===== config.mk =====
export PLATFORM = sky130hd
export DESIGN_NAME = uart_tx_cfg
export DESIGN_NICKNAME = d
export VERILOG_FILES = /design/src/rtl/uart_pkg.sv /design/src/rtl/uart_baud_tick.sv /design/src/rtl/uart_tx_cfg.sv
export SDC_FILE = /design/constraint.sdc
export NUM_CORES = 1
export LEC_CHECK = 0
export CORE_MARGIN = 3
export CORE_UTILIZATION = 50
export DETAILED_ROUTE_END_ITERATION = 8
export HOLD_SLACK_MARGIN = 0.05
export PLACE_DENSITY = 0.69
export SYNTH_ARGS = -nofsm -noshare
export SYNTH_HDL_FRONTEND = slang
export SYNTH_HIERARCHICAL = 1
export SYNTH_SLANG_ARGS = --single-unit

===== constraint.sdc =====
create_clock -name clk_in -period 5.49 [get_ports clk_in]
set_clock_uncertainty 0.2 [all_clocks]
set_input_delay 1.098 -clock clk_in [delete_from_list [all_inputs] [get_ports clk_in]]
set_output_delay 1.098 -clock clk_in [all_outputs]
set_load 0.03 [all_outputs]

===== src/rtl/uart_pkg.sv =====
// Shared types and constants for the configurable UART transmitter.
// Holds the FSM state encoding, the parity-mode values and a parity helper.
package uart_pkg;

    typedef enum logic [2:0] {
        IDLE,
        START,
        DATA,
        PAR,
        STOP
    } uart_state_t;

    localparam int PAR_NONE = 0;
    localparam int PAR_EVEN = 1;
    localparam int PAR_ODD  = 2;

    // Unused upper bits of word must be zero so they do not disturb the result.
    function automatic logic parityBit(input logic [8:0] word, input int mode);
        return (mode == PAR_ODD) ? ~^word : ^word;
    endfunction

endpackage


===== src/rtl/uart_baud_tick.sv =====
// Bit-period timer: pulses tick in the last cycle of every CLK_DIV-cycle bit.
// clear holds the count at zero so the next bit starts a full period.
module uart_baud_tick #(
    parameter int CLK_DIV = 434
) (
    input  logic clk_in,
    input  logic rst,
    input  logic clear,
    output logic tick
);

    localparam int CNT_W = $clog2(CLK_DIV);

    logic [CNT_W-1:0] r_cnt;

    assign tick = (r_cnt == CNT_W'(CLK_DIV - 1));

    always_ff @(posedge clk_in) begin
        if (rst || clear || tick) begin
            r_cnt <= '0;
        end else begin
            r_cnt <= r_cnt + 1'b1;
        end
    end

endmodule


===== src/rtl/uart_tx_cfg.sv =====
// Configurable UART transmitter with a small inline write FIFO.
// Line, busy and finish are registered from the state, so they trail it by one cycle.
module uart_tx_cfg
    import uart_pkg::*;
#(
    parameter int CLK_DIV    = 434,
    parameter int DATA_BITS  = 8,
    parameter int PARITY     = 0,
    parameter int STOP_BITS  = 1,
    parameter int FIFO_DEPTH = 4
) (
    input  logic                              clk_in,
    input  logic                              rst,
    input  logic [DATA_BITS-1:0]              tx_data_in,
    input  logic                              tx_data_en,
    output logic                              tx_ready,
    output logic                              tx_busy,
    output logic                              tx_finish,
    output logic [$clog2(FIFO_DEPTH+1)-1:0]   fifo_count,
    output logic                              tx_serial_data
);

    localparam int CNT_W = $clog2(FIFO_DEPTH + 1);
    localparam int PTR_W = $clog2(FIFO_DEPTH);
    localparam int BIT_W = $clog2(DATA_BITS);

    if (CLK_DIV < 2 || DATA_BITS < 5 || DATA_BITS > 9 ||
        PARITY < PAR_NONE || PARITY > PAR_ODD ||
        STOP_BITS < 1 || STOP_BITS > 2 ||
        FIFO_DEPTH < 2 || (FIFO_DEPTH & (FIFO_DEPTH - 1)) != 0) begin : g_badParam
        $error("uart_tx_cfg: parameter out of range");
    end

    logic [DATA_BITS-1:0] r_mem [FIFO_DEPTH];
    logic [PTR_W-1:0]     r_wrPtr;
    logic [PTR_W-1:0]     r_rdPtr;
    logic [CNT_W-1:0]     r_count;

    uart_state_t          r_state;
    logic [DATA_BITS-1:0] r_shift;
    logic [BIT_W-1:0]     r_bitIdx;
    logic                 r_stopIdx;
    logic                 r_parity;
    logic                 r_txd;
    logic                 r_busy;
    logic                 r_finish;

    logic                 w_tick;
    logic                 w_clear;
    logic                 w_write;
    logic                 w_lastStop;
    logic                 w_pop;
    logic [DATA_BITS-1:0] w_head;

    assign tx_ready   = (r_count != CNT_W'(FIFO_DEPTH));
    assign w_write    = tx_data_en && tx_ready;
    assign w_lastStop = (r_state == STOP) && w_tick && (r_stopIdx == (STOP_BITS == 2));
    assign w_pop      = (r_count != '0) && ((r_state == IDLE) || w_lastStop);
    assign w_head     = r_mem[r_rdPtr];
    // Every other state entry lands on a tick, where the counter wraps by itself.
    assign w_clear    = (r_state == IDLE);

    uart_baud_tick #(
        .CLK_DIV(CLK_DIV)
    ) u_baud (
        .clk_in(clk_in),
        .rst   (rst),
        .clear (w_clear),
        .tick  (w_tick)
    );

    always_ff @(posedge clk_in) begin
        if (rst) begin
            r_wrPtr <= '0;
            r_rdPtr <= '0;
            r_count <= '0;
        end else begin
            if (w_write) begin
                r_mem[r_wrPtr] <= tx_data_in;
                r_wrPtr        <= r_wrPtr + 1'b1;
            end
            if (w_pop) begin
                r_rdPtr <= r_rdPtr + 1'b1;
            end
            case ({w_write, w_pop})
                2'b10:   r_count <= r_count + 1'b1;
                2'b01:   r_count <= r_count - 1'b1;
                default: r_count <= r_count;
            endcase
        end
    end

    always_ff @(posedge clk_in) begin
        if (rst) begin
            r_state   <= IDLE;
            r_shift   <= '0;
            r_bitIdx  <= '0;
            r_stopIdx <= 1'b0;
            r_parity  <= 1'b0;
            r_txd     <= 1'b1;
            r_busy    <= 1'b0;
            r_finish  <= 1'b0;
        end else begin
            r_busy   <= (r_state != IDLE);
            r_finish <= w_lastStop;
            case (r_state)
                START:   r_txd <= 1'b0;
                DATA:    r_txd <= r_shift[0];
                PAR:     r_txd <= r_parity;
                default: r_txd <= 1'b1;
            endcase

            // A pop from the final stop cycle chains frames with no idle gap.
            if (w_pop) begin
                r_shift   <= w_head;
                r_parity  <= parityBit(9'(w_head), PARITY);
                r_bitIdx  <= '0;
                r_stopIdx <= 1'b0;
                r_state   <= START;
            end else if (w_tick) begin
                case (r_state)
                    START: begin
                        r_bitIdx <= '0;
                        r_state  <= DATA;
                    end
                    DATA: begin
                        r_shift <= r_shift >> 1;
                        if (r_bitIdx == BIT_W'(DATA_BITS - 1)) begin
                            r_stopIdx <= 1'b0;
                            r_state   <= (PARITY != PAR_NONE) ? PAR : STOP;
                        end else begin
                            r_bitIdx <= r_bitIdx + 1'b1;
                        end
                    end
                    PAR: begin
                        r_stopIdx <= 1'b0;
                        r_state   <= STOP;
                    end
                    STOP: begin
                        if (w_lastStop) begin
                            r_state <= IDLE;
                        end else begin
                            r_stopIdx <= 1'b1;
                        end
                    end
                    default: r_state <= IDLE;
                endcase
            end
        end
    end

    assign tx_serial_data = r_txd;
    assign tx_busy        = r_busy;
    assign tx_finish      = r_finish;
    assign fifo_count     = r_count;

endmodule


After elaboration in Yosys (flattened, before gate mapping)
Memories as Yosys holds them, arrays and structs flattened. A register that Yosys moved wholly into a read port is not among the register bits.
Index checks and enable logic that the tools add are counted.
{"block": "word_totals", "ff_bits": 35, "ram_bits": 32, "word_cells": 78, "mem_count": 1}
{"block": "classes", "addsub": 6, "n_eq_ne": 15, "mux": 20, "n_bitwise": 1, "n_reduce_logical": 22}
{"name": "r_mem", "words": 4, "word_bits": 8, "rd": 1, "rd_clocked_by_memory_dff": 1, "write_ports": 1, "line_no": "uart_tx_cfg.sv:34", "source": "logic [DATA_BITS-1:0] r_mem [FIFO_DEPTH];"}
{"op": "8-bit 2-to-1 mux", "count": 3}
{"op": "3-bit one-hot mux with 2 select lines", "count": 2}
{"op": "3-bit one-hot mux with 4 select lines", "count": 1}
{"op": "9-bit by 1-bit adder with 9-bit output, second input constant", "count": 1}
{"op": "9-bit == test, second input constant", "count": 1}
{"op": "3-bit 2-to-1 mux", "count": 3}
{"op": "3-bit inequality test, second input constant", "count": 3}
{"op": "3-bit AND reduction", "count": 3}
{"op": "3-bit nonzero test", "count": 3}
{"op": "9-bit XOR reduction", "count": 1}
{"op": "2-bit inequality test, second input constant", "count": 4}
{"op": "2-bit nonzero test", "count": 4}
{"op": "1-bit 2-to-1 mux", "count": 7}
{"op": "3-bit by 1-bit adder with 3-bit output, second input constant", "count": 2}
{"op": "3-bit by 2-bit == test with 1-bit output, second input constant", "count": 2}
{"op": "3-bit == test, second input constant", "count": 2}
{"op": "1-bit one-hot mux with 3 select lines", "count": 2}
{"op": "2-bit by 1-bit adder with 2-bit output, second input constant", "count": 2}
{"op": "1-bit logical AND", "count": 4}
{"op": "2-bit 2-to-1 mux", "count": 2}
{"op": "4-bit AND reduction", "count": 1}
{"op": "3-bit by 1-bit == test with 1-bit output, second input constant", "count": 1}
{"op": "3-bit logical NOT", "count": 1}
{"op": "1-bit logical OR", "count": 3}
{"op": "other kinds (6)", "count": 6}

Depth between registers and ports, before layout
{"block": "depth", "ltp_word": 7, "ltp_mapped": 12, "ltp_nobuf": 11}

By module
Netlist, hierarchy kept.
{"module": "uart_tx_cfg", "instances": 1, "cells_per_inst": 187, "area_each_um2": 2451.1, "seq_area_each_um2": 1521.5}
{"module": "uart_baud_tick", "instances": 1, "cells_per_inst": 46, "area_each_um2": 414.1, "seq_area_each_um2": 180.2}

Worst setup path before layout
OpenSTA, ideal clock, no wires.
{"block": "synth_timing", "path_kind": "reg-to-reg", "from": "reg u_baud.r_cnt[2]", "to": "reg r_count[2] (netlist: fifo_count[2])", "setup_time_ps": 71, "arrival_time_ps": 2849, "path_slack_ps": 2371, "stages_incl_launch_ff": 11, "synth_period_minus_slack_ps": 3119, "path_cell_list": "dfxtp_1 > or3_1 > nor3_1 > nand2b_1 > a2111oi_4 > buf_2 > ha_1 > fa_1 > xnor2_1 > or3_1 > a21oi_1"}
{"block": "synth_between", "elab_chain_len": 7, "elab_cells_between_ends": 9, "cone_classes": "eq/ne: 3; mux: 1; reduce/logical: 5"}
{"element": "start: declaration", "line_no": "uart_baud_tick.sv:14", "source": "logic [CNT_W-1:0] r_cnt;"}
{"element": "start signal: assignment", "line_no": "uart_baud_tick.sv:22", "source": "r_cnt <= r_cnt + 1'b1;"}
{"element": "9-bit == test *", "line_no": "uart_baud_tick.sv:16", "source": "assign tick = (r_cnt == CNT_W'(CLK_DIV - 1));"}
{"element": "net w_tick", "line_no": "uart_tx_cfg.sv:48", "source": "logic w_tick;"}
{"element": "1-bit logical AND * (2 in series)", "line_no": "uart_tx_cfg.sv:57", "source": "assign w_lastStop = (r_state == STOP) && w_tick && (r_stopIdx == (STOP_BITS == 2));"}
{"element": "1-bit logical OR *", "line_no": "uart_tx_cfg.sv:58", "source": "assign w_pop = (r_count != '0) && ((r_state == IDLE) || w_lastStop);"}
{"element": "1-bit logical AND *", "line_no": "uart_tx_cfg.sv:58"}
{"element": "net w_pop", "line_no": "uart_tx_cfg.sv:52", "source": "logic w_pop;"}
{"element": "2-bit by 1-bit == test with 1-bit output / 2-bit == test (equally long branches)", "line_no": "uart_tx_cfg.sv:85", "source": "case ({w_write, w_pop})"}
{"element": "3-bit one-hot mux with 2 select lines / 2-bit nonzero test (equally long branches)"}
{"element": "end signal: assignment", "line_no": "uart_tx_cfg.sv:86", "source": "2'b10: r_count <= r_count + 1'b1;"}
{"element": "end signal: assignment", "line_no": "uart_tx_cfg.sv:87", "source": "2'b01: r_count <= r_count - 1'b1;"}
{"element": "end signal: assignment", "line_no": "uart_tx_cfg.sv:88", "source": "default: r_count <= r_count;"}
{"element": "end: declaration", "line_no": "uart_tx_cfg.sv:37", "source": "logic [CNT_W-1:0] r_count;"}
The timed path passes the listed nets; every way through them passes the cells marked *.
A chain may end at the register's enable or synchronous reset.

Final worst setup path
{"block": "layout_timing", "from": "reg u_baud.r_cnt[2]", "to": "reg r_count[2] (netlist: fifo_count[2])"}
{"block": "layout_between", "elab_chain_len": 7, "elab_cells_between_ends": 9, "cone_classes": "eq/ne: 3; mux: 1; reduce/logical: 5"}
{"element": "9-bit == test *", "line_no": "uart_baud_tick.sv:16"}
{"element": "net w_tick", "line_no": "uart_tx_cfg.sv:48"}
{"element": "1-bit logical AND * (2 in series)", "line_no": "uart_tx_cfg.sv:57"}
{"element": "1-bit logical OR *", "line_no": "uart_tx_cfg.sv:58"}
{"element": "1-bit logical AND *", "line_no": "uart_tx_cfg.sv:58"}
{"element": "2-bit by 1-bit == test with 1-bit output / 2-bit == test (equally long branches)", "line_no": "uart_tx_cfg.sv:85"}
{"element": "3-bit one-hot mux with 2 select lines / 2-bit nonzero test (equally long branches)"}
Marked as above.

==> results.md <==
* Diode count at 0
* Most instantiated library cell after synthesis: dfxtp_1
* H-tree Lvls at 3
* Adder-cell share of the synthesized area at 0.0463
* Total GRT Usage at 0.172
* Worst Path Required at 5.54 ns
* Combinational family with the most area after synthesis: simple AND/OR/NAND/NOR gates
* Biggest area contributors in the synthesized netlist: edfxtp_1 34%, dfxtp_1 26%, mux4_2 6.3%
* First-pass GRT wire length at 8.21 mm
* Number of enable-type register cells in the synthesized netlist at 32
* Outcome: finished clean
* Number of pins with negative max-slew slack in the final report at 0
* Share of synthesized registers carrying an async set or reset at 0
* Initial drt markers at 93
* Max Clk Rate at 272 MHz
* Relative slew margins at 0.367
* Setup TNS Final at 0 ns
* Via count of the first global-routing pass at 1,712
* Capture point of the worst reg-to-reg path: fifo_count[2]
* Layout area overhead at 16.6%
* Die ar. at 0.00667 mm^2
* Average wire per cell in the routed design at 15.1 um
* Worst ir drop on vdd at 0.214 mV
* Clock tree buffer depth at 2
* Net count, final at 273
* Multiplexer share of the synthesized area at 0.0699
* Clock-pin slew of the registers on the worst-case setup and hold paths at 0.07 ns
* Final Wtd Congestion at 0.741
* Die Span Y at 81.7 um
* Master cell of the clock root buffer: clkbuf_8
* Die extent in x at 81.7 um
* Top-area cell type share of the netlist area at 0.335
* Avg Synthesized Cell Area at 12.3 um^2
* Routed via count divided by cell count at 5.39
* Final min period at 3.68 ns
* Family of cells with the greatest summed delay on the critical path: simple AND/OR/NAND/NOR gates
* Most used DFF post-synth: dfxtp_1
* WP data arrival at 3.72 ns
* Cells after Synth at 233
* Tcrit/Tclk final at 0.669
* Number of rows created at floorplan at 26
* CTS Buf Count at 9
* Later-pin clock latency in the skew report at 0.33 ns
* Startpoint of the worst hold path: r_stopIdx
* Post-route antenna net violation count at 0
* Cell-by-cell listing of the critical path: or3_1 -> nor3_1 -> nand2b_1 -> a2111oi_4 -> ha_1 -> fa_1 -> xnor2_1 -> or3_1 -> a21oi_1
* Reg-to-Reg Start: u_baud/r_cnt[2]
* Number of cells on the worst hold path at 2
* Number of warning messages in the yosys log at 6
* Area fraction in and, or, nand and nor cells after synthesis at 0.127
* Worst setup path class: register to register
* Total leakage power at 0.00112 uW
* Total DRC errors in the routed layout at 0
* Number of stages on the worst setup path at 9
* Hold Violations, Final at 0
* Pwr per Cell Area at 479 mW/mm^2
* Number of setup violations in the final report at 0
* Most frequent cells after synthesis: 37 x dfxtp_1, 32 x edfxtp_1, 28 x nor2_1
* Xor and xnor area share after synthesis at 0.0459
* Biggest area consumer among synthesized cells: edfxtp_1
* Router iterations before antenna repair at 4
* Number of distinct library cell variants in the gate-level netlist after synthesis at 38
* Post-synthesis register bit count at 69
* Setup repair after global routing missed its margin: no
* Capture point of the critical path: fifo_count[2]
* Cell seen most often among critical-path stages: or3_1
* TritonCTS clock tree: yes
* R2r setup slk at 1.81 ns
* Fraction of layout instances using a drive strength above 1 at 0.113
* Residual overflow from global routing at 0
* Clock sinks at 69
* Total Routed Length at 4.94 mm
* Worst Hold Class: register to register
* Hold buffer count at CTS at 0
* Total power at 1600 uW
* Via count at 1,761
* Worst Tran Pin Value at 0.949 ns
* Post-CTS Setup Repair Bufs at 0
* Element type at the critical path start: register
* Number of I/O pins at 18
* Fraction of the mapped netlist area in compound gates at 0.0952
* I/O Buffers at 17
* Post-detailed-placement half-perimeter wirelength at 3.28 mm
* Initial core utilization at 0.537
* Maximum number of pins on one net before global-route repair at 26
* Critical path fanouts, max at 17
* Core Area at 0.00534 mm^2
* Worst setup path start: u_baud/r_cnt[2]
* Path depth of the worst reg2reg path at 9
* CTS resizes at 0
* Fraction of the yosys area taken by sequential cells at 0.594
* Max cap viols at 0
* Largest stage delay, worst path at 0.92 ns
* Initial antenna violation count at 0
* Number of nets in the synthesized netlist at 254
* Slowest library cell on the worst path: a2111oi_4
* CP Buf/Inv Count at 0
* Category of the worst setup path capture point: register
* Synthesized cell area at 0.00287 mm^2
-- state kept, by name (all words and copies together), names as in the netlist, named ones only --
signal / flops
tx_busy: 1
r_mem: 32
tx_finish: 1
tx_serial_data: 1
r_state: 3
r_parity: 1
r_wrPtr: 2
r_rdPtr: 2
r_bitIdx: 3
r_shift: 8
r_stopIdx: 1
fifo_count: 3
u_baud/r_cnt: 9
-- tightest hold or removal path, cell delays in order (launching register included) --
cell	delay (ns)
dfxtp_1	0.33
nand2_1	0.06
nor2_1	0.03
-- layer usage --
metal / routed length [um] / vias up / GRT usage / share of wire
met5: 0 / - / 0 / 0
li1: - / 885 / - / -
met2: 2380 / 25 / 0.265 / 0.48
met4: 82 / 0 / 0.0748 / 0.017
met3: 156 / 7 / 0.0559 / 0.032
met1: 2320 / 844 / 0.222 / 0.47
-- cells in the final DEF (no fill, tap or decap), types with 3 or more instances in the layout --
cell,n
ha_1,9
a21oi_1,16
or3_1,7
clkbuf_8,9
dfxtp_1,37
edfxtp_1,32
xor2_1,4
clkdlybuf4s50_1,17
o21ai_0,5
inv_1,5
nand3_1,4
and2_1,4
xnor2_1,11
nor3_1,3
a22oi_1,10
nand2_1,20
bufinv_16,4
nor2_1,28
mux4_2,8
-- cell families (layout without fill, tap and decap cells) --
family	count (synthesis)	count (layout)
buffers and inverters	14	38
muxes	10	10
AOI/OAI and AO/OA	38	38
DFF	69	69
and+or+nand+nor	77	77
adders and majority gates	10	10
xor gates and xnor gates	15	15
-- worst min-delay path by stage --
stage,to,slack (ns)
floorplan,r_stopIdx,0.22
global placement,r_stopIdx,0.24
detailed placement,r_stopIdx,0.25
CTS,r_shift[5],0.26
global route,r_shift[1],0.28
finish,r_stopIdx,0.26
-- final cells by class --
class                      instances  area [um^2]
inverter                           5         18.8
clock inverter                     7          138
fill                             431         1990
timing repair buffer              17          170
clock buffer                       9          124
sequential                        69         1700
tap                               70         87.6
multi-input combinational        150         1100
-- through the flow --
stage               worst slack (ns)  hold WS [ns]  utilization  instances  instance area [um^2]
detailed placement              1.84         0.248        0.577        311                  3080
finish                          1.81         0.259        0.626        327                  3340
global route                    1.52         0.283        0.626        327                  3340
global placement                1.92         0.243        0.577        311                  3080
floorplan                       2.37         0.218            -        233                  2870
CTS                             1.82         0.258        0.626        327                  3340
-- power breakdown --
part / leakage (uW) / internal, uW / total (uW) / switching (uW)
Combinational: 0.000396 / 190 / 397 / 207
Sequential: 0.000592 / 610 / 672 / 62.7
Clock: 0.000131 / 346 / 532 / 186
Power figures use the tool's default switching activity.
